==> config.mk <==
export PLATFORM = sky130hd
export DESIGN_NAME = reg_file_flat
export DESIGN_NICKNAME = d
export VERILOG_FILES = /design/src/rtl/reg_file_pkg.sv /design/src/rtl/reg_file_if.sv /design/src/rtl/reg_file_rdport.sv /design/src/rtl/reg_file.sv /design/src/flat_wrapper.sv
export SDC_FILE = /design/constraint.sdc
export NUM_CORES = 1
export LEC_CHECK = 0
export ABC_CLOCK_PERIOD_IN_PS = 2750
export CAP_MARGIN = 20
export CORE_ASPECT_RATIO = 0.7
export CORE_UTILIZATION = 50
export DETAILED_ROUTE_END_ITERATION = 8
export GPL_ROUTABILITY_DRIVEN = 0
export GPL_TIMING_DRIVEN = 0
export PLACE_DENSITY = 0.72
export SYNTH_ARGS = -nofsm -noshare
export SYNTH_HDL_FRONTEND = slang
export SYNTH_HIERARCHICAL = 1
export SYNTH_SLANG_ARGS = --single-unit
==> constraint.sdc <==
create_clock -name clk -period 2.75 [get_ports clk]
set_input_delay 0.55 -clock clk [delete_from_list [all_inputs] [get_ports clk]]
set_output_delay 0.55 -clock clk [all_outputs]
set_load 0.02 [all_outputs]
==> src/rtl/reg_file_pkg.sv <==
// Shared constants for the CPU register file:
// register indices, write-mode encodings and storage size.
package reg_file_pkg;

  localparam int NREGS = 11;

  localparam logic [3:0] REG_B     = 4'd0;
  localparam logic [3:0] REG_C     = 4'd1;
  localparam logic [3:0] REG_D     = 4'd2;
  localparam logic [3:0] REG_E     = 4'd3;
  localparam logic [3:0] REG_H     = 4'd4;
  localparam logic [3:0] REG_L     = 4'd5;
  localparam logic [3:0] REG_SP_HI = 4'd6;
  localparam logic [3:0] REG_SP_LO = 4'd7;
  localparam logic [3:0] REG_PC_HI = 4'd8;
  localparam logic [3:0] REG_PC_LO = 4'd9;
  localparam logic [3:0] REG_A     = 4'd10;

  localparam logic [3:0] LAST_REG = 4'(NREGS - 1);

  localparam logic [1:0] WE_NONE = 2'b00;
  localparam logic [1:0] WE_BYTE = 2'b01;
  localparam logic [1:0] WE_PAIR = 2'b10;

  typedef logic [NREGS-1:0][7:0] regs_t;

  function automatic logic byte_ok(
    input logic [3:0] idx
  );
    return idx <= LAST_REG;
  endfunction

  // A pair needs an even high index whose partner still exists.
  function automatic logic pair_ok(
    input logic [3:0] idx
  );
    return !idx[0] && (idx < LAST_REG);
  endfunction

endpackage

==> src/rtl/reg_file_if.sv <==
// Decode/control side bundle of the register file:
// write port, flag write port and the two read ports.
interface reg_file_if;
  logic [1:0]  writeEn;
  logic        writeFlag;
  logic [3:0]  wrReg;
  logic [15:0] wrData;
  logic [7:0]  flagData;
  logic [3:0]  rdReg1;
  logic [7:0]  rdData1;
  logic [7:0]  rdData1Lo;
  logic [3:0]  rdReg2;
  logic [7:0]  rdData2;
  logic [7:0]  rdData2Lo;
  logic [7:0]  rdFlag;

  modport master (
    output writeEn, writeFlag, wrReg,
    output wrData, flagData,
    output rdReg1, rdReg2,
    input  rdData1, rdData1Lo,
    input  rdData2, rdData2Lo,
    input  rdFlag
  );

  modport slave (
    input  writeEn, writeFlag, wrReg,
    input  wrData, flagData,
    input  rdReg1, rdReg2,
    output rdData1, rdData1Lo,
    output rdData2, rdData2Lo,
    output rdFlag
  );
endinterface

==> src/rtl/reg_file_rdport.sv <==
// One combinational read port: indexed byte plus its
// pair partner, zero when either index is out of range.
module reg_file_rdport
  import reg_file_pkg::*;
(
  input  regs_t      regs,
  input  logic [3:0] idx,
  output logic [7:0] hi,
  output logic [7:0] lo
);

  always_comb begin
    hi = '0;
    lo = '0;
    for (int i = 0; i < NREGS; i++) begin
      if (idx == 4'(i)) hi = regs[i];
    end
    for (int i = 1; i < NREGS; i++) begin
      if (idx == 4'(i - 1)) lo = regs[i];
    end
  end

endmodule

==> src/rtl/reg_file.sv <==
// Game Boy style register file: 11 bytes, a flag
// register, byte/pair write port and two read ports.
module reg_file
  import reg_file_pkg::*;
(
  input logic       clk,
  input logic       rst,
  reg_file_if.slave bus
);

  regs_t      regs;
  logic [7:0] flag;
  logic       byte_we;
  logic       pair_we;

  always_comb begin
    byte_we = 1'b0;
    pair_we = 1'b0;
    unique case (1'b1)
      bus.writeEn == WE_BYTE: byte_we = byte_ok(bus.wrReg);
      bus.writeEn == WE_PAIR: pair_we = pair_ok(bus.wrReg);
      default: ;
    endcase
  end

  always_ff @(posedge clk) begin
    if (!rst) begin
      regs <= '0;
      flag <= '0;
    end else begin
      for (int i = 0; i < NREGS; i++) begin
        if (byte_we && bus.wrReg == 4'(i))
          regs[i] <= bus.wrData[7:0];
        if (pair_we && bus.wrReg == 4'(i))
          regs[i] <= bus.wrData[15:8];
      end
      for (int i = 1; i < NREGS; i++) begin
        if (pair_we && bus.wrReg == 4'(i - 1))
          regs[i] <= bus.wrData[7:0];
      end
      if (bus.writeFlag)
        flag <= bus.flagData;
    end
  end

  reg_file_rdport u_rd1 (
    .regs (regs),
    .idx  (bus.rdReg1),
    .hi   (bus.rdData1),
    .lo   (bus.rdData1Lo)
  );

  reg_file_rdport u_rd2 (
    .regs (regs),
    .idx  (bus.rdReg2),
    .hi   (bus.rdData2),
    .lo   (bus.rdData2Lo)
  );

  assign bus.rdFlag = flag;

endmodule

==> src/flat_wrapper.sv <==
// flat-port wrapper written by rule: the top's interface ports become plain ports
module reg_file_flat import reg_file_pkg::*;
  (clk, rst, bus_writeEn, bus_writeFlag, bus_wrReg, bus_wrData, bus_flagData, bus_rdReg1, bus_rdReg2, bus_rdData1, bus_rdData1Lo, bus_rdData2, bus_rdData2Lo, bus_rdFlag);
  reg_file_if bus_i ();
  input logic clk;
  input logic rst;
  input wire logic [$bits(bus_i.writeEn)-1:0] bus_writeEn;
  input wire logic [$bits(bus_i.writeFlag)-1:0] bus_writeFlag;
  input wire logic [$bits(bus_i.wrReg)-1:0] bus_wrReg;
  input wire logic [$bits(bus_i.wrData)-1:0] bus_wrData;
  input wire logic [$bits(bus_i.flagData)-1:0] bus_flagData;
  input wire logic [$bits(bus_i.rdReg1)-1:0] bus_rdReg1;
  input wire logic [$bits(bus_i.rdReg2)-1:0] bus_rdReg2;
  output wire logic [$bits(bus_i.rdData1)-1:0] bus_rdData1;
  output wire logic [$bits(bus_i.rdData1Lo)-1:0] bus_rdData1Lo;
  output wire logic [$bits(bus_i.rdData2)-1:0] bus_rdData2;
  output wire logic [$bits(bus_i.rdData2Lo)-1:0] bus_rdData2Lo;
  output wire logic [$bits(bus_i.rdFlag)-1:0] bus_rdFlag;
  assign bus_i.writeEn = bus_writeEn;
  assign bus_i.writeFlag = bus_writeFlag;
  assign bus_i.wrReg = bus_wrReg;
  assign bus_i.wrData = bus_wrData;
  assign bus_i.flagData = bus_flagData;
  assign bus_i.rdReg1 = bus_rdReg1;
  assign bus_i.rdReg2 = bus_rdReg2;
  assign bus_rdData1 = bus_i.rdData1;
  assign bus_rdData1Lo = bus_i.rdData1Lo;
  assign bus_rdData2 = bus_i.rdData2;
  assign bus_rdData2Lo = bus_i.rdData2Lo;
  assign bus_rdFlag = bus_i.rdFlag;
  reg_file u_core (.clk(clk), .rst(rst), .bus(bus_i));
endmodule
==> results of run 1 <==
synthesized netlist by cell type (all sizes together), types with 4 or more instances:
| cell type | count |
|---|---|
| nor2 | 35 |
| a21oi | 86 |
| inv | 7 |
| nor3 | 4 |
| mux2i | 114 |
| mux2 | 30 |
| dfxtp | 96 |
| o211ai | 20 |
| a22oi | 8 |
| o22ai | 42 |
| a31oi | 4 |
| mux4 | 12 |
| nor4b | 4 |
| a211oi | 42 |
| o21a | 8 |
| nand2 | 92 |
| a221oi | 10 |
| clkbuf | 21 |
| nand2b | 12 |
| nor2b | 11 |
| nand3 | 18 |
| buf | 56 |
| and2 | 7 |
| o21ai | 81 |
power by group through the flow:
stage                     Combinational [mW]  Sequential, mW  Clock (mW)
final                                  0.890            1.48        1.24
after global routing                   0.928            1.48        1.30
after CTS                              0.824            1.47        1.25
after detailed placement               0.766            1.50           0
after global placement                 0.763            1.50           0
after floorplan                        0.488            1.48           0
cell type report:
class | instances | share of cell area, %
Sequential cell | 96 | 21.4
Timing Repair Buffer | 96 | 9.51
Buffer | 76 | 6.55
Multi-Input combinational cell | 664 | 56.3
Clock inverter | 6 | 0.626
Clock buffer | 10 | 2.66
Inverter | 7 | 0.292
Tap cell | 190 | 2.64
kinds of logic after synthesis:
| kind of cell | count (synthesis) | share of synthesized area, % |
|---|---|---|
| xor+xnor | 1 | 0.229 |
| mux | 156 | 24.6 |
| simple gates | 196 | 14.3 |
| buf+inv | 84 | 6.80 |
| flops | 96 | 27.1 |
| compound gates | 311 | 27.0 |
metrics by stage:
stage,setup TNS [ns],std cells,cell area [µm²]
after floorplan,0,844,7100
after global placement,-23.05,1111,8110
after detailed placement,-23.15,1111,8110
after CTS,0,1142,8840
after global routing,-0.0760,1145,8990
final,-0.0495,1145,8990
worst max-delay path: cells and delay by family:
family                 cells  cell delay [ns]
AOI/OAI and AO/OA          2             0.41
buffers and inverters      5             0.95
muxes                      1             0.31
routing by layer:
| metal | global-route usage, % | vias up | share of wire (%) |
|---|---|---|---|
| li1 | - | 3398 | - |
| met1 | 54.0 | 3735 | 40 |
| met2 | 54.3 | 790 | 39 |
| met3 | 16.3 | 152 | 16 |
| met4 | 17.8 | 0 | 5.3 |
| met5 | 0.329 | - | 0 |
state kept, by name (all words and copies together), names as in the netlist:
register	cells
u_core/bus.rdFlag	8
u_core/regs	88
timing repair:
item                       4_1_cts  5_1_grt
setup endpoints to repair       32       24
pin swaps                       14       12
buffers inserted                13        3
resized for setup              234       54
cloned                           3        0
how the worst min path moves through the flow:
stage	cells after the start	end	start	slack, ns
floorplan	2	u_core/regs[13]	u_core/regs[13]	0.46
global placement	2	u_core/bus.rdFlag[6]	u_core/bus.rdFlag[6]	0.47
detailed placement	2	u_core/bus.rdFlag[2]	u_core/bus.rdFlag[2]	0.48
CTS	2	u_core/bus.rdFlag[2]	u_core/bus.rdFlag[2]	0.50
global route	2	u_core/bus.rdFlag[5]	u_core/bus.rdFlag[5]	0.55
finish	2	u_core/bus.rdFlag[1]	u_core/bus.rdFlag[1]	0.50
==> flow_summary.yaml, run 1 <==
outcome:
  run_status: "finished, violations left"
  violations: "negative setup slack"
clocking:
  htreeDepth: 3
  tritoncts: "built"
  cts.sinks: 96
  cts_buffer_depth: 2
  clk_transition_reported_paths_ns: 0.07
  clkLatencyLatePin_ns: 0.35
  cts_buffers: 9
  cts_root_buf: "clkbuf_16"
  cts_hold_buf: 0
timing:
  rsz0062_at_grt: "yes"
  whs_ns: 0.497
  timing.final.crit_share_pct: 101
  timing.fmax_mhz: 360
  drv_slew: 0
  tightest_slew_ns: 0.855
  min_period_ns: 2.78
  hold_viol_final: 0
  relSlewSlack_pct: 41.3
  fin_skew_ns: 0
  finalSetupViolCount: 3
  finalWorstSetupSlack_ns: -0.0291
detailed_routing:
  post_drt_wl_per_cell_um: 25.5
  num_vias: 8075
  ant_nets: 0
  drt_iter0_drc: 1318
  drc_errors: 0
  drt-total-wl_mm: 29.2
  vias_per_cell: 7.05
  drt_first_pass_iters: 7
place:
  place_hpwl_mm: 20.7
  dp_slack_ns: -0.859
  io_buffers: 77
synth:
  netlist.area_leader.share_pct: 27.1
  netlist_instances: 844
  async_flop_share_pct: 0
  yosysSeqAreaShare_pct: 27.1
  ys_ff_latch: 96
  yosysWarnings: 6
  synth-edff-count: 0
  synth_nets: 885
  syn_area_um2: 7100
  synth.area.top_cells: "dfxtp_1, mux2i_1, a21oi_1"
  yosys.area.top_type: "dfxtp_1"
  synth_cell_types: 49
  syn_avg_cell_area_um2: 8.41
  ys.flop_type: "dfxtp_1"
final_layout:
  fillers: 1214
  nets: 991
  final_core_util_pct: 64.8
  regArea_um2: 1920
  antenna_cells: 0
  final_common_cell: "mux2i_1"
  syn_to_final_growth_pct: 26.7
  multi_input_area_um2: 5070
  layout_common_cells: "mux2i_1, dfxtp_1, nand2_1, a21oi_1, o21ai_0"
  drive_gt1_share_pct: 26.1
worst_setup_path:
  crit_start: "bus_rdReg2[1]"
  crit_end: "bus_rdData2Lo[3]"
  critical_path.max_stage_delay_ns: 0.31
  timing.rr.start: "u_core/regs[64]"
  cp_common_cell: "buf_6"
  r2r_cells: 2
  setup.worst_path.class: "primary input to primary output"
  r2r_end: "u_core/regs[64]"
  worstPathRequired_ns: 2.20
  crit_fanout: 10
  crit_path_end_kind: "primary output"
  critPathLaunchType: "primary input"
  arrival_ns: 2.23
  cpMaxStageDelayCell: "mux4_2"
  crit_chain: "dlygate4sd2_1 -> buf_6 -> buf_4 -> buf_6 -> mux4_2 -> o211ai_1 -> a22oi_1 -> clkdlybuf4s15_2"
  r2r_slack_ns: 1.73
floorplanning:
  dieArea_um2: 14700
  die_w_um: 144
  ioPinCount: 81
  die_h_um: 102
  initial_core_util_pct: 51.2
  core_region_area_um2: 13900
  std_cell_rows: 36
power:
  internal_power_mw: 2.45
  seqPwrFrac_pct: 41.0
  p_switching_mw: 1.15
  p_leak_nw: 3.55
  p_total_mw: 3.61
  swShare_pct: 32.0
  combinationalPowerShare_pct: 24.7
  ir_drop_uv: 349
  p_clk_share_pct: 34.3
  power_density_nw_per_um2: 401
grt:
  grt_max_degree: 20
  antenna_found_initial: 0
  grt_pass1_vias: 7103
  grt-ovfl-total: 0
  grtUsageTotal_pct: 39.7
  grt_pass1_wl_mm: 42.8
hold_path:
  hold_class: "flip-flop to flip-flop"
flow_run:
  drv_cap: 0
Power figures use the tool's default switching activity.
==> run 2: changes to the inputs <==
--- a/config.mk
+++ b/config.mk
@@ -10,10 +10,9 @@
 export CORE_ASPECT_RATIO = 0.7
 export CORE_UTILIZATION = 50
 export DETAILED_ROUTE_END_ITERATION = 8
-export GPL_ROUTABILITY_DRIVEN = 0
 export GPL_TIMING_DRIVEN = 0
+export HOLD_SLACK_MARGIN = 0.12
 export PLACE_DENSITY = 0.72
 export SYNTH_ARGS = -nofsm -noshare
 export SYNTH_HDL_FRONTEND = slang
-export SYNTH_HIERARCHICAL = 1
 export SYNTH_SLANG_ARGS = --single-unit
==> run 2 against run 1 <==
Compared with the run above: clock power about the same; sequential cell count did not move; sequential power barely moved; largest cell class unchanged; global-route usage rose by 5.6 points; via count shrank 4.7%; worst setup slack improved by 0.018 ns; synthesized cell count decreased by 4.3%; total power shrank 1.9%; area after synthesis decreased by 1.9%; largest power group unchanged; die area decreased by 1.9%; clock skew stayed put; the flow still finishes with violations (negative setup slack); first-iteration DRC count decreased by 3.0%.
==> flow_summary.yaml, run 2 <==
power:
  p_leak_nw: 3.67
  power_density_nw_per_um2: 407
  ir_drop_uv: 326
timing:
  finalSetupViolCount: 1
  fin_tns_setup_ns: -0.0109
  timing.fmax_mhz: 362
  tightest_slew_ns: 1.07
  finalWorstSetupSlack_ns: -0.0109
  fin_skew_ns: 0
  hold_viol_final: 0
  min_period_ns: 2.76
  relSlewSlack_pct: 28.7
  whs_ns: 0.531
  timing.final.crit_share_pct: 100
  drv_slew: 0
final_layout:
  final_core_util_pct: 65.1
  regArea_um2: 1920
  nets: 943
  top_register: "u_core.regs"
  largest_reg_flops: 88
  syn_to_final_growth_pct: 24.9
  antenna_cells: 0
  layout_common_cells: "mux2i_1, dfxtp_1, o21ai_0, a21oi_1, nand2_1"
  final_common_cell: "mux2i_1"
  drive_gt1_share_pct: 22.2
  fillers: 1117
  multi_input_area_um2: 4910
detailed_routing:
  drt_iter0_drc: 1278
  ant_nets: 0
  drt_first_pass_iters: 6
  vias_per_cell: 7.05
  post_drt_wl_per_cell_um: 29.2
  num_vias: 7695
  drt-total-wl_mm: 31.9
  drc_errors: 0
grt:
  grtUsageTotal_pct: 45.3
  antenna_found_initial: 0
  grt_pass1_vias: 7169
  grt_max_degree: 18
  grt-ovfl-total: 0
  grt_pass1_wl_mm: 46.7
synth:
  synth_nets: 849
  syn_area_um2: 6960
  synth.area.top_cells: "dfxtp_1, mux2i_1, o21ai_0"
  yosysWarnings: 0
  synth_most_common_cell: "mux2i_1"
  syn_avg_cell_area_um2: 8.62
  yosys.area.top_type: "dfxtp_1"
  ys_ff_latch: 96
  netlist.area_leader.share_pct: 27.6
  ys.flop_type: "dfxtp_1"
  synth-edff-count: 0
  synth_common_cells: "mux2i_1, dfxtp_1, o21ai_0, a21oi_1, nand2_1"
  async_flop_share_pct: 0
  synth_cell_types: 59
  yosysSeqAreaShare_pct: 27.6
  netlist_instances: 808
worst_setup_path:
  arrival_ns: 2.21
  critPathLaunchType: "primary input"
  r2r_end: "u_core.regs[67]"
  cp_num_buf_inv: 3
  r2r_slack_ns: 1.76
  crit_chain: "buf_2 -> buf_6 -> mux4_2 -> a2bb2oi_2 -> o22ai_1 -> dlygate4sd2_1"
  crit_end: "bus_rdData1[3]"
  crit_start: "bus_rdReg1[0]"
  cp_top_family: "buffers and inverters"
  critical_path.max_stage_delay_ns: 0.52
  setup.worst_path.class: "primary input to primary output"
  crit_fanout: 5
  r2r_cells: 2
  timing.rr.start: "u_core.regs[67]"
  crit_path_end_kind: "primary output"
  cpMaxStageDelayCell: "mux4_2"
  crit_cells: 6
  worstPathRequired_ns: 2.20
clocking:
  cts_root_buf: "clkbuf_16"
  clkLatencyLatePin_ns: 0.35
  cts_buffers: 9
  cts_buffer_depth: 2
  htreeDepth: 3
  tritoncts: "built"
  cts.sinks: 96
  clk_transition_reported_paths_ns: 0.08
floorplanning:
  dieArea_um2: 14400
  ioPinCount: 81
  std_cell_rows: 35
  initial_core_util_pct: 52.1
  die_h_um: 101
  die_w_um: 143
  core_region_area_um2: 13400
hold_path:
  hp-start: "u_core.bus.rdFlag[4]"
  hold_class: "flip-flop to flip-flop"
place:
  io_buffers: 68
  place_hpwl_mm: 23.8
  gp_congestion: 1.03
  dp_slack_ns: -1.20
flow_run:
  drv_cap: 0
outcome:
  violations: "negative setup slack"
  run_status: "finished, violations left"
## run 2: cell count changes in the layout (fill, tap and decap cells not counted), moves of 10 or more
cell / previous run / this run
a21oi_1: 80 / 58
o22ai_2: 24 / 5
o221ai_1: 2 / 15
nand2_1: 92 / 48
buf_4: 34 / 21
o22ai_1: 16 / 34
buf_2: 40 / 30
mux2i_1: 106 / 164
a211oi_1: 42 / 5
o211ai_1: 20 / 1
nor2b_1: 8 / 30
## run 2: per-layer routing
metal,global-route usage [%],vias to the layer above,wire (µm)
met2,61.6,730,12200
met3,20.2,95,5500
met5,0,-,0
li1,-,3230,-
met1,62.4,3640,13100
met4,15.8,0,1190
## run 2: worst register-to-register path: stages, from the launching register on
cell	delay, ns
dfxtp_1	0.57
o21ai_0	0.17
a31oi_1	0.18
## run 2: final cells by class
cell class | instances | share of cell area, %
buffer | 70 | 6.36
clock buffer | 10 | 2.63
clock inverter | 6 | 0.618
inverter | 8 | 0.446
multi-input combinational | 629 | 56.4
sequential | 96 | 22.1
tap | 185 | 2.66
timing repair buffer | 88 | 8.82
## run 2: power breakdown
| part | total, mW | switching, mW | leakage, nW | internal (mW) |
|---|---|---|---|---|
| clock network | 1.25 | 0.624 | 0.132 | 0.628 |
| logic | 0.812 | 0.479 | 2.76 | 0.333 |
| registers | 1.47 | 0.0541 | 0.777 | 1.42 |
## run 2: how the worst min path moves through the flow
stage,slack (ns),depth (start not counted),to
6_report,0.53,2,u_core.bus.rdFlag[4]
5_1_grt,0.55,2,u_core.bus.rdFlag[6]
4_1_cts,0.53,2,u_core.bus.rdFlag[5]
3_5_place_dp,0.51,2,u_core.bus.rdFlag[5]
3_3_place_gp,0.50,2,u_core.bus.rdFlag[4]
2_1_floorplan,0.46,2,u_core.regs[45]
## run 2: cell families (layout without fill, tap and decap cells)
| logic type | Yosys count | count (layout) | synth area share, % |
|---|---|---|---|
| AO/OA/AOI/OAI | 241 | 241 | 21.5 |
| buffers and inverters | 83 | 182 | 5.14 |
| XOR/XNOR | 1 | 1 | 0.234 |
| flip-flops | 96 | 96 | 27.6 |
| AND/OR/NAND/NOR | 191 | 191 | 15.4 |
| multiplexers | 196 | 196 | 30.2 |
## run 2: timing repair
action / in CTS / in global routing
hold buffers: 0 / 0
setup endpoints to repair: 32 / 27
gates resized for setup: 242 / 31
buffers inserted: 14 / 3
pin swaps: 9 / 2
gates cloned: 3 / 0
hold endpoints to repair: 0 / 0
## run 2: through the flow
stage	area, µm²	std cells	power, mW
global placement	7880	1061	2.17
global route	8700	1092	3.60
floorplan	6960	808	1.89
detailed placement	7880	1061	2.18
finish	8700	1092	3.54
CTS	8650	1089	3.47
==> edit: new RTL, settings of run 2 <==
Make the reset (`rst`) asynchronous in one clocked block.
--- a/src/rtl/reg_file.sv
+++ b/src/rtl/reg_file.sv
@@ -23,7 +23,7 @@
     endcase
   end
 
-  always_ff @(posedge clk) begin
+  always_ff @(posedge clk or negedge rst) begin
     if (!rst) begin
       regs <= '0;
       flag <= '0;
Behaviour: differs if rst is asserted again (counterexample within 4 cycles, from zero or initial values and one cycle with rst low); with rst held inactive, the same outputs for 4 cycles.
==> edit against run 2 <==
Via count decreased by 6.9%; die area up 4.9%; routed wire length fell by 6.8%; setup slack better by 24 ps; sequential cell count unchanged; cell area is 3.3% higher; synthesized area is 5.0% higher; critical path depth fell by 1; cell count shrank 4.2%; utilization fell by 1.4 points; largest cell class unchanged.
Power is not compared: it rests on default switching activity, and its combinational part moved more than twofold at a synthesized area within 25%.
==> edit: results (changes against run 2) <==
status -> completed
Seq/Total Area, Yosys -> 32.8% (+5.2 points)
Critical R2R Launch -> u_core.regs[42]$_DFFE_PN0P_
Worst path slowest cell -> dfrtp_2
Skew-Pair Late Insertion Delay -> 360 ps
Slowest Stage Delay on Critical Path -> 480 ps (-40 ps)
met2 wire len -> 12.3 mm (+1.6%)
CTS H-Tree Depth -> 3 (unchanged)
dominant synthesized flop cell -> dfrtp_1
Yosys cell types -> 57 (-3.4%)
CP endpoint -> bus_rdData2Lo[5]
Placed Instances -> 1021 (-3.8%)
crit path DAT -> 2190 ps (-20 ps)
Async S/R FF share, synth -> 100% (+100 points)
reg2reg end -> u_core.regs[42]$_DFFE_PN0P_
Synthesized Nets -> 797 (-6.1%)
via count -> 7164 (-6.9%)
met1 Use GR -> 55.9% (-6.5 points)
first-pass GRT wire length -> 43.8 mm (-6.2%)
top cells by count, synth -> mux2i_1 (97), dfrtp_1 (96), mux2_2 (64)
Critical Path Source -> u_core.regs[53]$_DFFE_PN0P_
GRT Total Usage -> 40.1% (-5.2 points)
Metal-1 WL -> 12.7 mm (-2.6%)
layout cells sized above 1 -> 27.9% (+5.8 points)
Final ANT Viol Nets -> 0 (unchanged)
r2r setup slk -> 1820 ps (+60 ps)
hold_sp -> u_core.bus.rdFlag[7]$_DFFE_PN0P_
crit-path leading delay family -> compound AO/OA/AOI/OAI gates
wire length on met3 -> 3.90 mm (-29%)
M2 GR Usage -> 59.0% (-2.6 points)
Final HPWL DP -> 22.2 mm (-6.6%)
GPL Wtd Cong -> 1.03 (+0.67%)
DR vias/cell -> 6.85 (-2.8%)
max reg flops -> 88 (unchanged)
syn_area_per_cell -> 9.68 um2 (+12%)
worst slew pin tran -> 888 ps (-178 ps)
pin count of the biggest net entering global routing -> 76 (+58)
TritonRoute pass-1 iters -> 5 (-1)
final setup vio count -> 0 (-1)
vias in the first global route -> 6962 (-2.9%)
Initial DRC Count -> 686 (-46%)
grt met3 use -> 13.3% (-6.9 points)
number of nets in the layout -> 892 (-5.4%)
largest cells by area after synthesis -> dfrtp_1 (33%), mux2i_1 (13%), mux2_2 (9.9%)
reg2reg path depth -> 1 (-1)
port bufs -> 74 (+8.8%)
routed length per instance -> 28.4 um (-2.7%)
placed inst area -> 8320 um2 (+5.6%)
-- edit: cell families after synthesis --
logic type | after synthesis | synth area share, %
AO/OA/AOI/OAI | 225 | 20.4
multiplexers | 187 | 30.3
AND/OR/NAND/NOR | 165 | 11.3
flip-flops | 96 | 32.8
buffers and inverters | 82 | 4.99
XOR/XNOR | 1 | 0.120
-- edit: metrics by stage --
step / setup TNS, ps / setup WS (ps) / hold slack (ps) / power [W] / util [%]
after floorplan: 0 / 76.4 / 254 / 0.00332 / -
after global placement: -252740 / -2300 / 489 / 0.00414 / 58.8
after detailed placement: -33710 / -1280 / 480 / 0.00422 / 59.0
after CTS: 0 / 8.06 / 512 / 0.00549 / 63.0
after global routing: -4.24 / -4.24 / 523 / 0.00583 / 63.8
final: 0 / 13.1 / 513 / 0.00564 / 63.8
-- edit: final cells by class --
cell class              count  area [um2]
well taps                 190         238
plain buffers              67         520
clock inverters             7        61.3
fillers                  1177        5110
multi-input cells         578        4700
repair buffers             86         787
flip-flops and latches     96        2400
clock buffers               9         225
inverters                  13        55.1
-- edit: how the worst min path moves through the flow --
stage                                  endpoint  slack (ps)  cells past startpoint
6_report       u_core.bus.rdFlag[7]$_DFFE_PN0P_         510                      1
5_1_grt        u_core.bus.rdFlag[7]$_DFFE_PN0P_         520                      1
4_1_cts        u_core.bus.rdFlag[7]$_DFFE_PN0P_         510                      1
3_5_place_dp        u_core.regs[79]$_DFFE_PN0P_         480                      1
3_3_place_gp   u_core.bus.rdFlag[7]$_DFFE_PN0P_         490                      1
2_1_floorplan  u_core.bus.rdFlag[0]$_DFFE_PN0P_         250                      0
-- edit: what timing repair did --
item,in CTS,in global routing
setup endpoints to repair,32,27
pin swaps,6,5
hold endpoints to repair,21,0
gates resized for setup,217,32
hold buffers,1,0
buffers inserted,6,3
cloned,1,0
